**config.mk**
```make
export PLATFORM = sky130hd
export DESIGN_NAME = video_shift_tap_ctrl
export DESIGN_NICKNAME = d
export VERILOG_FILES = /design/src/rtl/video_shift_tap_ctrl.sv
export SDC_FILE = /design/constraint.sdc
export NUM_CORES = 1
export LEC_CHECK = 0
export BUFFER_PORTS_ARGS = -buffer_cell sky130_fd_sc_hd__buf_2
export CORE_MARGIN = 2
export CORE_UTILIZATION = 47
export CTS_CLUSTER_DIAMETER = 120
export DETAILED_ROUTE_END_ITERATION = 10
export GPL_TIMING_DRIVEN = 0
export PLACE_DENSITY = 0.87
export SLEW_MARGIN = 15
export SYNTH_ARGS = -nofsm -noshare
export SYNTH_HDL_FRONTEND = slang
export SYNTH_SLANG_ARGS = --single-unit
```
**constraint.sdc**
```tcl
create_clock -name clock -period 4.19 [get_ports clock]
set_clock_uncertainty 0.15 [all_clocks]
set_input_delay 0.2095 -clock clock [delete_from_list [all_inputs] [get_ports clock]]
set_output_delay 0.2095 -clock clock [all_outputs]
set_load 0.02 [all_outputs]
```
**src/rtl/video_shift_tap_ctrl.sv**
```systemverilog
// Line-RAM address/enable controller for the video shift tap.
// Optional SHIFT_TAP_LINE_CNT_EN adds a completed-line counter output.
module video_shift_tap_ctrl #(
    parameter int DSIZE = 24,
    parameter int ASIZE = 10
) (
    input  logic             clock,
    input  logic             rst_n,
    input  logic             in_vs,
    input  logic             in_de,
    input  logic [DSIZE-1:0] in_data,
    output logic             ram_wr_en,
    output logic [ASIZE-1:0] ram_wr_addr,
    output logic [DSIZE-1:0] ram_wr_data,
    output logic             ram_rd_en,
    output logic [ASIZE-1:0] ram_rd_addr,
    input  logic [DSIZE-1:0] ram_rd_data,
    output logic             out_de,
    output logic [DSIZE-1:0] out_cur,
    output logic [DSIZE-1:0] out_prev,
    output logic             out_prev_vld,
    output logic [ASIZE:0]   line_len,
`ifdef SHIFT_TAP_LINE_CNT_EN
    output logic [11:0]      line_cnt,
`endif
    output logic             overflow
);

    typedef enum logic [1:0] {
        IDLE,
        FIRST,
        RUN
    } state_t;

    state_t         state;
    logic [ASIZE:0] col;
    logic [ASIZE:0] col_eff;
    logic [ASIZE:0] col_nxt;
    logic           sat;
    logic           fall;
    logic           vld;

    // A pixel coincident with in_vs is column 0 of the new frame
    assign col_eff = in_vs ? '0 : col;
    assign sat     = col_eff[ASIZE];
    assign col_nxt = sat ? col_eff : col_eff + 1'b1;
    assign fall    = out_de & ~in_de;

    assign ram_rd_en   = rst_n & in_de & ~sat;
    assign ram_rd_addr = col_eff[ASIZE-1:0];
    assign out_prev    = ram_rd_data;

    assign vld = in_de & ~in_vs & (state == RUN) & ~sat
               & (col_eff < line_len);

    always_ff @(posedge clock or negedge rst_n) begin
        if (!rst_n) begin
            state        <= IDLE;
            col          <= '0;
            out_de       <= 1'b0;
            out_cur      <= '0;
            out_prev_vld <= 1'b0;
            ram_wr_en    <= 1'b0;
            ram_wr_addr  <= '0;
            ram_wr_data  <= '0;
            line_len     <= '0;
            overflow     <= 1'b0;
        end else begin
            out_de       <= in_de;
            out_cur      <= in_data;
            out_prev_vld <= vld;
            // Write lags the read by one cycle so old data is read first
            ram_wr_en    <= in_de & ~sat;
            ram_wr_addr  <= col_eff[ASIZE-1:0];
            ram_wr_data  <= in_data;
            col          <= in_de ? col_nxt : '0;
            if (fall)
                line_len <= col;
            if (in_vs)
                overflow <= 1'b0;
            else if (in_de && sat)
                overflow <= 1'b1;
            if (in_vs) begin
                state <= in_de ? FIRST : IDLE;
            end else begin
                unique case (state)
                    IDLE:    if (in_de) state <= FIRST;
                    FIRST:   if (fall) state <= RUN;
                    RUN:     state <= RUN;
                    default: state <= IDLE;
                endcase
            end
        end
    end

`ifdef SHIFT_TAP_LINE_CNT_EN
    always_ff @(posedge clock or negedge rst_n) begin
        if (!rst_n)
            line_cnt <= '0;
        else if (in_vs)
            line_cnt <= '0;
        else if (fall && line_cnt != 12'hfff)
            line_cnt <= line_cnt + 12'd1;
    end
`endif

endmodule

```
* Word-level counts from Yosys, hierarchy flattened
Cells that the tools add are included.
** Cells by class
- Add/subtract/negate cells :: 1
- $lt $le $gt $ge :: 1
- Eq/ne operators :: 4
- Mux-type cells :: 10
- Bitwise operators :: 11
- Reduce and logical (&&, ||, !) cells :: 4
** Operator list (number)
- $mux 11 :: 3
- $add 11x1->11 const B :: 1
- $lt 11x11->1 :: 1
- $and 1x1->1 :: 8
- $mux 2 :: 3
- $ne 3x3->1 const B :: 2
- $pmux 2 s3 :: 1
- $mux 1 :: 3
- $not 1->1 :: 3
- $eq 2x1->1 const B :: 1
- $eq 2x2->1 const B :: 1
- $logic_not 2->1 :: 1
- $reduce_and 2->1 :: 1
- $reduce_bool 2->1 :: 1
- $logic_and 1x1->1 :: 1
** Storage, ports and cells
- Flip-flop bits (word level) :: 62
- Output and inout port bits :: 108

* Logic depth before layout (Yosys ltp)
Gate-level depths: netlist (run 1).
- Depth in word-level cells :: 5
- Gate-level depth with buffers :: 9
- Mapped depth without buffers :: 9

* Least setup slack after synthesis (run 1)
Ideal clock, no wire load.
- Path kind :: register to register
- Start point :: reg col[7]
- End point :: reg out_prev_vld
- Library setup time :: 77 ps
- Arrival time :: 1778 ps
- Required time :: 3963 ps
- Path slack :: 2184 ps
- Cell stages (with the launch flop) :: 8
- Path buffers :: 0
- Clock period less this slack :: 2006 ps
- Path through :: dfrtp_1 nor2b_1 ha_1 and4_1 and3_1 o2111ai_1 nand3_1 a21oi_1
** On the way
- Longest elaborated chain between the ends :: 3
** Ends and longest elaborated chain
- start: declaration :: RTL line 36 : logic [ASIZE:0] col;
- start signal: assignment :: RTL line 76 : col <= in_de ? col_nxt : '0;
- $mux 11 :: RTL line 44 : assign col_eff = in_vs ? '0 : col;
- via ram_rd_addr[7] :: RTL line 16 : output logic [ASIZE-1:0] ram_rd_addr,
- $lt 11x11->1 :: RTL line 54 : & (col_eff < line_len);
- $and 1x1->1 :: RTL line 54
- via vld :: RTL line 41 : logic vld;
- end signal: assignment :: RTL line 71 : out_prev_vld <= vld;
- end: declaration :: RTL line 21 : output logic out_prev_vld,
The timed path passes the listed nets, and every way through them passes these cells.
A chain may end at the register's enable or synchronous reset.

* Final worst setup path (run 1)
- Start point :: reg col[7]
- End point :: reg out_prev_vld
** On the way
- Longest elaborated chain between the ends :: 3
** Ends and longest elaborated chain (RTL line)
- $mux 11 :: 44
- $lt 11x11->1 :: 54
- $and 1x1->1 :: 54
- via vld :: 41
The timed path passes the listed nets, and every way through them passes these cells.

==> results.tsv, run 1 <==
metric	value	unit
crit_path_arrival_time	2300	ps
finalMaxSlewViolations	0	
worst_slew_margin_rel	49.4	%
drv_cap	0	
setup.worst_path.start_class	flop	
run_status	complete, no violations	
internal-power	0.988	mW
cts.sinks	62	
globalRouteTotalUtil	23.2	%
fin_crit	2200	ps
drt_iter0_markers	122	
cts_tree	yes	
postRouteAntennaNets	0	
place_congestion	0.839	
setup.worst_path.class	reg2reg	
netlist_instances	235	
power_density	336	mW/mm²
wirelength	7640	µm
total_switching_power	0.359	mW
yosys.cell_types.count	39	
total_grt_overflow	0	
timing.final.setup_violations	0	
synth.largest_area_cell	dfrtp_1	
cts-buffers-inserted	9	
timing.critical_path.required	4280	ps
power.share.sequential	47.5	%
die_x	81.2	µm
postSynth.asyncResetShare	100	%
synth.yosys.warnings	0	
total_power	1.35	mW
post_synth_main_area_contributors	dfrtp_1, buf_4, ha_1	
flow.area_growth_from_synthesis	43.1	%
largest_net_degree_at_the_start_of_global_routing	64	
cp_max_fo	5	
buffer_ports.inserted	135	
initial_core_util	47.8	%
clk_transition_reported_paths	60	ps
synthMostInstantiatedCell	dfrtp_1	
hpwl_after_detailed_placement	4890	µm
synth_top_flop_cell	dfrtp_1	
synth-edff-count	0	
drt-vias-per-instance	4.78	
first_global_vias	2241	
fin_nets	471	
p_clk_share	34.5	%
synth.cells.most_frequent	dfrtp_1, buf_4, inv_1, nor2b_1, ha_1	
cts_max_level	3	
final_layout_size_suffix_gt1_share	52.4	%
worstMarginPinSlew	758	ps
synthesis.area	0.00280	mm²
die_h	81.2	µm
mappedNetlistNets	299	
clkLatencyLatePin	330	ps
combPwrFrac	17.9	%
detail_route.wl_per_cell	15.8	µm
finalCritPeriodShare	52.6	%
hold_viol	0	
fin_area	0.00400	mm²
postSynthRegisterBits	62	
fmax	454	MHz
grt_setup_unrepaired	false	
placement_rows	28	
worst_hold_path_type	in2reg	
post_synth.cell_area_avg	11.9	µm²
floorplan.die_area	0.00659	mm²
vdd.ir_drop.worst	209	µV
cts_repair_resize_count	0	
firstDrtPassIters	4	
floorplan.core_area	0.00585	mm²
wire_length_of_the_first_global_routing_pass	11300	µm
vias	2319	
netlist.area_leader.share	55.5	%
setup_total_negative_slack	0	ps
netSwitchingFraction	26.7	%
leak_pwr	2.17	nW
cts_root_buf	clkbuf_8	
worst_setup_path_end_kind	flop	
count_of_pins_on_the_block_boundary	160	
cts_buffer_depth	2	
drc	0	
number_of_antenna_violations_at_the_first_check_in_global_routing	0	
placed_area	0.00357	mm²
yosysSeqAreaShare	55.5	%
antenna_diode_count	0	
-- final cells by class --
cell class / count / area [µm²]
inverters: 17 / 63.8
well taps: 75 / 93.8
repair buffers: 161 / 938
fillers: 388 / 1850
clock buffers: 13 / 169
flip-flops and latches: 62 / 1550
plain buffers: 52 / 378
clock inverters: 1 / 5.00
multi-input cells: 104 / 805
-- worst max-delay path, stage by stage, from the launching register on --
cell       delay, ps
dfrtp_1          420
nor2b_1          400
ha_1             320
and4_1           230
and3_1           200
o2111ai_1        100
nand3_1          120
a21oi_1          170
-- kinds of logic after synthesis --
logic type	after synthesis	share of synthesized area [%]
buffers and inverters	69	15.8
flip-flops	62	55.5
AND/OR/NAND/NOR	49	10.6
AO/OA/AOI/OAI	20	4.47
adder cells (fa/ha/maj)	13	5.77
multiplexers	12	4.79
XOR/XNOR	10	3.13
-- cell usage in the layout, fill, tap and decap left out, types with 2 or more instances in the layout --
cell type | netlist | layout
a21boi_0 | 3 | 3
nor2_1 | 2 | 2
nor2b_1 | 13 | 13
dlygate4sd3_1 | 0 | 26
dfrtp_1 | 62 | 62
ha_1 | 12 | 12
inv_1 | 16 | 16
o21ai_0 | 4 | 4
mux2_2 | 11 | 11
xnor2_1 | 9 | 9
nand4_1 | 2 | 2
a21oi_1 | 6 | 6
nor2b_2 | 2 | 2
nand2b_1 | 3 | 3
nand3_1 | 4 | 4
nand2_1 | 8 | 8
clkbuf_8 | 0 | 12
buf_4 | 48 | 49
a31oi_1 | 2 | 2
buf_2 | 2 | 136
and3_1 | 2 | 2
and2_1 | 5 | 5
clkbuf_1 | 1 | 2
-- metrics by stage --
stage          std cells  utilization, %  hold slack [ps]  worst slack [ps]
5_1_grt              485            68.4             46.5              1840
3_3_place_gp         445            61.0              168              2010
6_report             485            68.4             36.2              1990
3_5_place_dp         445            61.0              169              2020
4_1_cts              485            68.4             11.6              1980
2_1_floorplan        235               -             -236              2180
-- power groups by stage --
| stage | sequential, mW | combinational, mW | clock, mW |
|---|---|---|---|
| after floorplan | 0.669 | 0.117 | 0 |
| after global placement | 0.647 | 0.213 | 0 |
| after detailed placement | 0.649 | 0.220 | 0 |
| after CTS | 0.638 | 0.240 | 0.474 |
| after global routing | 0.642 | 0.264 | 0.500 |
| final | 0.640 | 0.242 | 0.465 |
-- sequential cells by signal (all words and copies together) (netlist names) --
name / cells
out_cur: 24
out_de: 1
overflow: 1
ram_wr_addr: 10
state: 2
col: 11
out_prev_vld: 1
line_len: 11
ram_wr_en: 1
-- layer usage --
metal | track usage (%) | vias to the layer above | wire [µm]
met3 | 8.89 | 12 | 736
met4 | 8.31 | 0 | 108
met2 | 40.9 | 121 | 3990
met1 | 25.3 | 1124 | 2810
met5 | 0 | - | 0
li1 | - | 1062 | -
-- final timing paths --
kind	depth (start not counted)	slack, ps	startpoint	to
setup / recovery	7	1990	col[7]$_DFF_PN0_	out_prev_vld$_DFF_PN0_
hold / removal	2	40	in_vs	ram_wr_addr[5]$_DFF_PN0_
setup reg to reg	7	1990	col[7]$_DFF_PN0_	out_prev_vld$_DFF_PN0_
hold reg to reg	1	350	col[9]$_DFF_PN0_	line_len[9]$_DFFE_PN0P_
max in group asynchronous	2	3040	rst_n	col[9]$_DFF_PN0_
min in group asynchronous	2	350	rst_n	col[1]$_DFF_PN0_
-- what timing repair did --
action | CTS | global route
endpoints found under the setup margin | 0 | 0
hold buffers | 26 | 0
hold endpoints to repair | 87 | 0
setup buffers | 0 | 0
(Power assumes the default switching activity.)
==> run 2: changes to the inputs <==
--- a/config.mk
+++ b/config.mk
@@ -7,11 +7,11 @@
 export LEC_CHECK = 0
 export BUFFER_PORTS_ARGS = -buffer_cell sky130_fd_sc_hd__buf_2
 export CORE_MARGIN = 2
-export CORE_UTILIZATION = 47
+export CORE_UTILIZATION = 40
 export CTS_CLUSTER_DIAMETER = 120
 export DETAILED_ROUTE_END_ITERATION = 10
 export GPL_TIMING_DRIVEN = 0
-export PLACE_DENSITY = 0.87
+export PLACE_DENSITY = 0.79
 export SLEW_MARGIN = 15
 export SYNTH_ARGS = -nofsm -noshare
 export SYNTH_HDL_FRONTEND = slang
==> constraint.sdc (replaced) <==
create_clock -name clock -period 1.8 [get_ports clock]
set_clock_uncertainty 0.15 [all_clocks]
set_input_delay 0.09 -clock clock [delete_from_list [all_inputs] [get_ports clock]]
set_output_delay 0.09 -clock clock [all_outputs]
set_load 0.02 [all_outputs]
==> run 2 against run 1 <==
The run now ends with hold timing, setup timing left. Sequential cell count unchanged. Count of clock-buffer cells in the layout down 3. Via count shrank 1.5%. Clock power increased by 120%. First-iteration DRC count shrank 5.7%. Largest cell class unchanged.
==> results.tsv, run 2 (synthesis results as in run 1) <==
metric	value	unit
finalHoldWorstSlack	-340	ps
final_layout_size_suffix_gt1_share	57.1	%
cts.sinks	62	
cp.depth	7	
floorplan.die_area	0.00768	mm²
cts_max_level	3	
regMostFlops	out_cur	
drv_cap	0	
leading_cell_type_in_the_layout_fill_and_taps_excluded	buf_2	
clkLatencyLatePin	330	ps
fmax	543	MHz
critical_path.max_stage_delay	380	ps
flip_flop_count_of_the_largest_register_all_copies_and_words_added	24	
cp_max_fo	4	
fin_crit	1840	ps
setup_total_negative_slack	-40.6	ps
placed_cells	466	
cts_buffer_depth	2	
timing.reg2reg.worst_path_depth	7	
buffer_ports.inserted	135	
drc	0	
vias	2284	
first_global_vias	2306	
place_congestion	0.819	
crit-reg2reg-capture	out_prev_vld$_DFF_PN0_	
die_h	87.6	µm
worst_slew_margin_rel	47.4	%
drt-vias-per-instance	4.41	
timing.final.setup_violations	1	
firstDrtPassIters	4	
hpwl_after_detailed_placement	4840	µm
cts-buffers-inserted	9	
setup.worst_path.start_class	flop	
initial_core_util	41.2	%
drt_iter0_markers	115	
power_density	730	mW/mm²
number_of_antenna_violations_at_the_first_check_in_global_routing	0	
finalMaxSlewViolations	0	
crit_end	out_prev_vld$_DFF_PN0_	
worstMarginPinSlew	789	ps
fin_nets	482	
count_of_pins_on_the_block_boundary	160	
postRouteAntennaNets	0	
grt_setup_unrepaired	true	
layout_setup_ws	-40.6	ps
hold_viol	62	
clk_transition_reported_paths	70	ps
worstReg2RegStart	col[8]$_DFF_PN0_	
total_grt_overflow	0	
timing.critical_path.required	1870	ps
crit_start	col[8]$_DFF_PN0_	
critical_path.top_delay_family	simple AND/OR/NAND/NOR gates	
violations	hold timing, setup timing	
worst_hold_path_type	in2async	
layout_top_registers	out_cur: 24 flops, col: 11 flops, line_len: 11 flops	
reg2reg_setup_slack	-40	ps
worst_setup_path_end_kind	flop	
holdBufCountCts	29	
most_frequent_cells_in_the_layout	buf_2, dfrtp_1, buf_4, dlygate4sd3_1, inv_1	
setup.worst_path.class	reg2reg	
die_x	87.6	µm
globalRouteTotalUtil	18.4	%
leak_pwr	2.24	nW
critical_path.cell_chain	nor2b_2, ha_1, and4_4, and3_1, o2111ai_2, nand3_1, a21oi_2	
cts_tree	yes	
floorplan.core_area	0.00679	mm²
placement_rows	30	
sequential_cell_area	0.00155	mm²
multi_input_area	893	µm²
critical_path.slowest_cell	dfrtp_1	
cts_root_buf	clkbuf_8	
crit_path_arrival_time	1910	ps
wire_length_of_the_first_global_routing_pass	10800	µm
largest_net_degree_at_the_start_of_global_routing	64	
post_layout_nonfiller_instances	518	
finalCritPeriodShare	102	%
detail_route.wl_per_cell	13.6	µm
vdd.ir_drop.worst	296	µV
run_status	finished with violations	
wirelength	7050	µm
number_of_buffer_and_inverter_instances_along_the_worst_setup_path	0	
antenna_diode_count	0	
flow.area_growth_from_synthesis	49.9	%
fillCellCount	530	
run 2: cell types whose count changed in the layout (fill, tap and decap cells not counted), sizes merged:
cell,previous run,this run
buf,186,194
clkbuf,14,11
clkinv,1,4
clkinvlp,0,1
dlygate4sd3,26,29
run 2: what timing repair did:
| action | CTS | global route |
|---|---|---|
| endpoints found under the hold margin | 93 | 62 |
| endpoints found under the setup margin | 2 | 4 |
| gates resized for setup | 11 | 4 |
| pin swaps | 7 | 3 |
| buffers inserted | 7 | 1 |
run 2: area by class of cell:
| class | instances | share of cell area (%) |
|---|---|---|
| Tap cell | 96 | 2.86 |
| Inverter | 17 | 1.52 |
| Multi-Input combinational cell | 104 | 21.3 |
| Clock buffer | 10 | 3.04 |
| Buffer | 52 | 9.04 |
| Sequential cell | 62 | 37.0 |
| Clock inverter | 5 | 0.657 |
| Timing Repair Buffer | 172 | 24.5 |
run 2: metrics by stage:
| stage | power, mW | utilization, % | cell area [µm²] | worst slack [ps] |
|---|---|---|---|---|
| after CTS | 3.09 | 61.4 | 4170 | -18.7 |
| final | 3.06 | 61.7 | 4190 | -40.6 |
| after floorplan | 1.83 | - | 2830 | 10.2 |
| after detailed placement | 2.03 | 53.3 | 3620 | -323 |
| after global placement | 2.01 | 53.3 | 3620 | -325 |
| after global routing | 3.22 | 61.7 | 4190 | -108 |
run 2: worst min path at each step:
stage | start | end | slack [ps] | cells after the start
floorplan | rst_n | col[0]$_DFF_PN0_ | -360 | 0
global placement | in_data[4] | out_cur[4]$_DFF_PN0_ | 50 | 1
global route | rst_n | ram_wr_addr[3]$_DFF_PN0_ | -260 | 1
CTS | rst_n | ram_wr_addr[3]$_DFF_PN0_ | -290 | 1
finish | rst_n | ram_wr_addr[3]$_DFF_PN0_ | -340 | 1
detailed placement | in_data[12] | out_cur[12]$_DFF_PN0_ | 50 | 1
run 2: power breakdown:
group / switching (mW) / leakage (nW) / internal [mW]
Combinational: 0.307 / 1.36 / 0.263
Clock: 0.521 / 0.0817 / 0.482
Sequential: 0.0385 / 0.796 / 1.45
Total: 0.867 / 2.24 / 2.19
run 2: metal layers:
layer | global-route usage, % | vias up | wire (µm)
met5 | 0 | - | 0
met4 | 9.51 | 0 | 177
met3 | 5.56 | 19 | 553
met2 | 32.9 | 112 | 3650
met1 | 19.4 | 1065 | 2670
li1 | - | 1088 | -
==> run 3: changes to the inputs <==
--- a/config.mk
+++ b/config.mk
@@ -11,7 +11,7 @@
 export CTS_CLUSTER_DIAMETER = 120
 export DETAILED_ROUTE_END_ITERATION = 10
 export GPL_TIMING_DRIVEN = 0
-export PLACE_DENSITY = 0.79
+export PLACE_DENSITY = 0.76
 export SLEW_MARGIN = 15
 export SYNTH_ARGS = -nofsm -noshare
 export SYNTH_HDL_FRONTEND = slang
==> run 3 against run 2 <==
The run still ends with hold timing, setup timing left. Clock power increased by 23%. Via count increased by 1.9%. Register-to-register slack got worse by 20 ps. Wire length increased by 1.2%. Worst setup slack got worse by 21 ps. Final cell count unchanged.
==> results.tsv, run 3 (synthesis results as in run 1) <==
metric	value	unit
flow.area_growth_from_synthesis	52.0	%
number_of_buffer_and_inverter_instances_along_the_worst_setup_path	0	
cp_max_fo	2	
vias	2327	
flip_flop_count_of_the_largest_register_all_copies_and_words_added	24	
finalCritPeriodShare	103	%
critical_path.top_delay_family	adder cells	
placement_rows	30	
floorplan.die_area	0.00768	mm²
final_layout_size_suffix_gt1_share	57.1	%
die_x	87.6	µm
fmax	537	MHz
wire_length_of_the_first_global_routing_pass	10700	µm
vdd.ir_drop.worst	270	µV
drt-vias-per-instance	4.49	
holdBufCountCts	28	
first_global_vias	2241	
regMostFlops	out_cur	
clkLatencyLatePin	340	ps
cts_max_level	3	
most_frequent_cells_in_the_layout	buf_2, dfrtp_1, buf_4, dlygate4sd3_1, inv_1	
fin_area	0.00425	mm²
fillCellCount	521	
setup_total_negative_slack	-61.4	ps
drv_cap	0	
wirelength	7140	µm
reg2reg_setup_slack	-60	ps
timing.reg2reg.worst_path_depth	7	
cts.sinks	62	
drc	0	
initial_core_util	41.2	%
cts_tree	yes	
antenna_diode_count	0	
setup.worst_path.start_class	flop	
clk_transition_reported_paths	70	ps
fin_crit	1860	ps
critical_path.slowest_cell	dfrtp_1	
timing.critical_path.required	1900	ps
worst_hold_path_type	in2async	
finalMaxSlewViolations	0	
cts_buffer_depth	2	
hold_viol	62	
buffer_ports.inserted	135	
fin_nets	481	
grt_setup_unrepaired	true	
crit-reg2reg-capture	out_prev_vld$_DFF_PN0_	
hpwl_after_detailed_placement	4650	µm
power_density	773	mW/mm²
worstReg2RegStart	col[3]$_DFF_PN0_	
cts_root_buf	clkbuf_8	
sequential_cell_area	0.00155	mm²
layout_setup_ws	-61.4	ps
total_grt_overflow	0	
place_congestion	0.826	
firstDrtPassIters	5	
finalHoldWorstSlack	-334	ps
setup.worst_path.class	reg2reg	
placed_area	0.00362	mm²
count_of_pins_on_the_block_boundary	160	
drt_iter0_markers	79	
timing.final.setup_violations	1	
dp_slack	-307	ps
layout_top_registers	out_cur: 24 flops, col: 11 flops, line_len: 11 flops	
largest_net_degree_at_the_start_of_global_routing	64	
worstMarginPinSlew	775	ps
postRouteAntennaNets	0	
number_of_antenna_violations_at_the_first_check_in_global_routing	0	
violations	hold timing, setup timing	
multi_input_area	913	µm²
worst_slew_margin_rel	48.3	%
floorplan.core_area	0.00679	mm²
detail_route.wl_per_cell	13.8	µm
die_h	87.6	µm
leading_cell_type_in_the_layout_fill_and_taps_excluded	buf_2	
globalRouteTotalUtil	18.2	%
leak_pwr	2.25	nW
critical_path.max_stage_delay	380	ps
run_status	finished with violations	
timing.critical_path.mode_cell	nor2b_4	
crit_path_arrival_time	1970	ps
critical_path.cell_chain	nor2b_4, ha_4, nor2b_4, maj3_2, o21bai_4, a21o_1, a21oi_2	
worst_setup_path_end_kind	flop	
cts-buffers-inserted	9	
total_power	3.28	mW
run 3: per-stage QoR:
step                cells  util (%)  hold slack, ps
floorplan             235         -            -356
global placement      466      53.3            48.7
detailed placement    466      53.3            49.4
CTS                   518      61.9            -302
global route          518      62.6            -266
finish                518      62.6            -334
run 3: timing repair:
action | in CTS | in global routing
resized for setup | 8 | 9
endpoints found under the hold margin | 93 | 62
endpoints found under the setup margin | 1 | 3
pin swaps | 8 | 4
setup buffers | 8 | 0
run 3: worst max path at each step:
stage / start / endpoint / slack [ps] / cells after the start
6_report: col[3]$_DFF_PN0_ / out_prev_vld$_DFF_PN0_ / -60 / 7
3_3_place_gp: col[10]$_DFF_PN0_ / out_prev_vld$_DFF_PN0_ / -290 / 8
2_1_floorplan: col[3]$_DFF_PN0_ / out_prev_vld$_DFF_PN0_ / 10 / 7
5_1_grt: col[3]$_DFF_PN0_ / out_prev_vld$_DFF_PN0_ / -100 / 7
3_5_place_dp: col[10]$_DFF_PN0_ / out_prev_vld$_DFF_PN0_ / -310 / 8
4_1_cts: col[3]$_DFF_PN0_ / out_prev_vld$_DFF_PN0_ / -50 / 7
run 3: routing by layer:
| metal | track usage [%] | share of wire [%] | vias up |
|---|---|---|---|
| met5 | 0 | 0 | - |
| li1 | - | - | 1094 |
| met4 | 7.13 | 1.4 | 0 |
| met3 | 6.41 | 7.7 | 11 |
| met2 | 32.5 | 52 | 114 |
| met1 | 19.8 | 39 | 1108 |
run 3: area by class of cell:
cell class | count | share of cell area [%]
Clock inverter | 3 | 1.00
Tap cell | 96 | 2.83
Multi-Input combinational cell | 104 | 21.5
Timing Repair Buffer | 171 | 24.0
Inverter | 17 | 1.56
Sequential cell | 62 | 36.5
Buffer | 52 | 8.92
Clock buffer | 13 | 3.74
run 3: power breakdown:
| part | internal (mW) | switching [mW] | leakage (nW) |
|---|---|---|---|
| logic | 0.260 | 0.306 | 1.36 |
| clock network | 0.714 | 0.518 | 0.0996 |
| registers | 1.45 | 0.0387 | 0.796 |
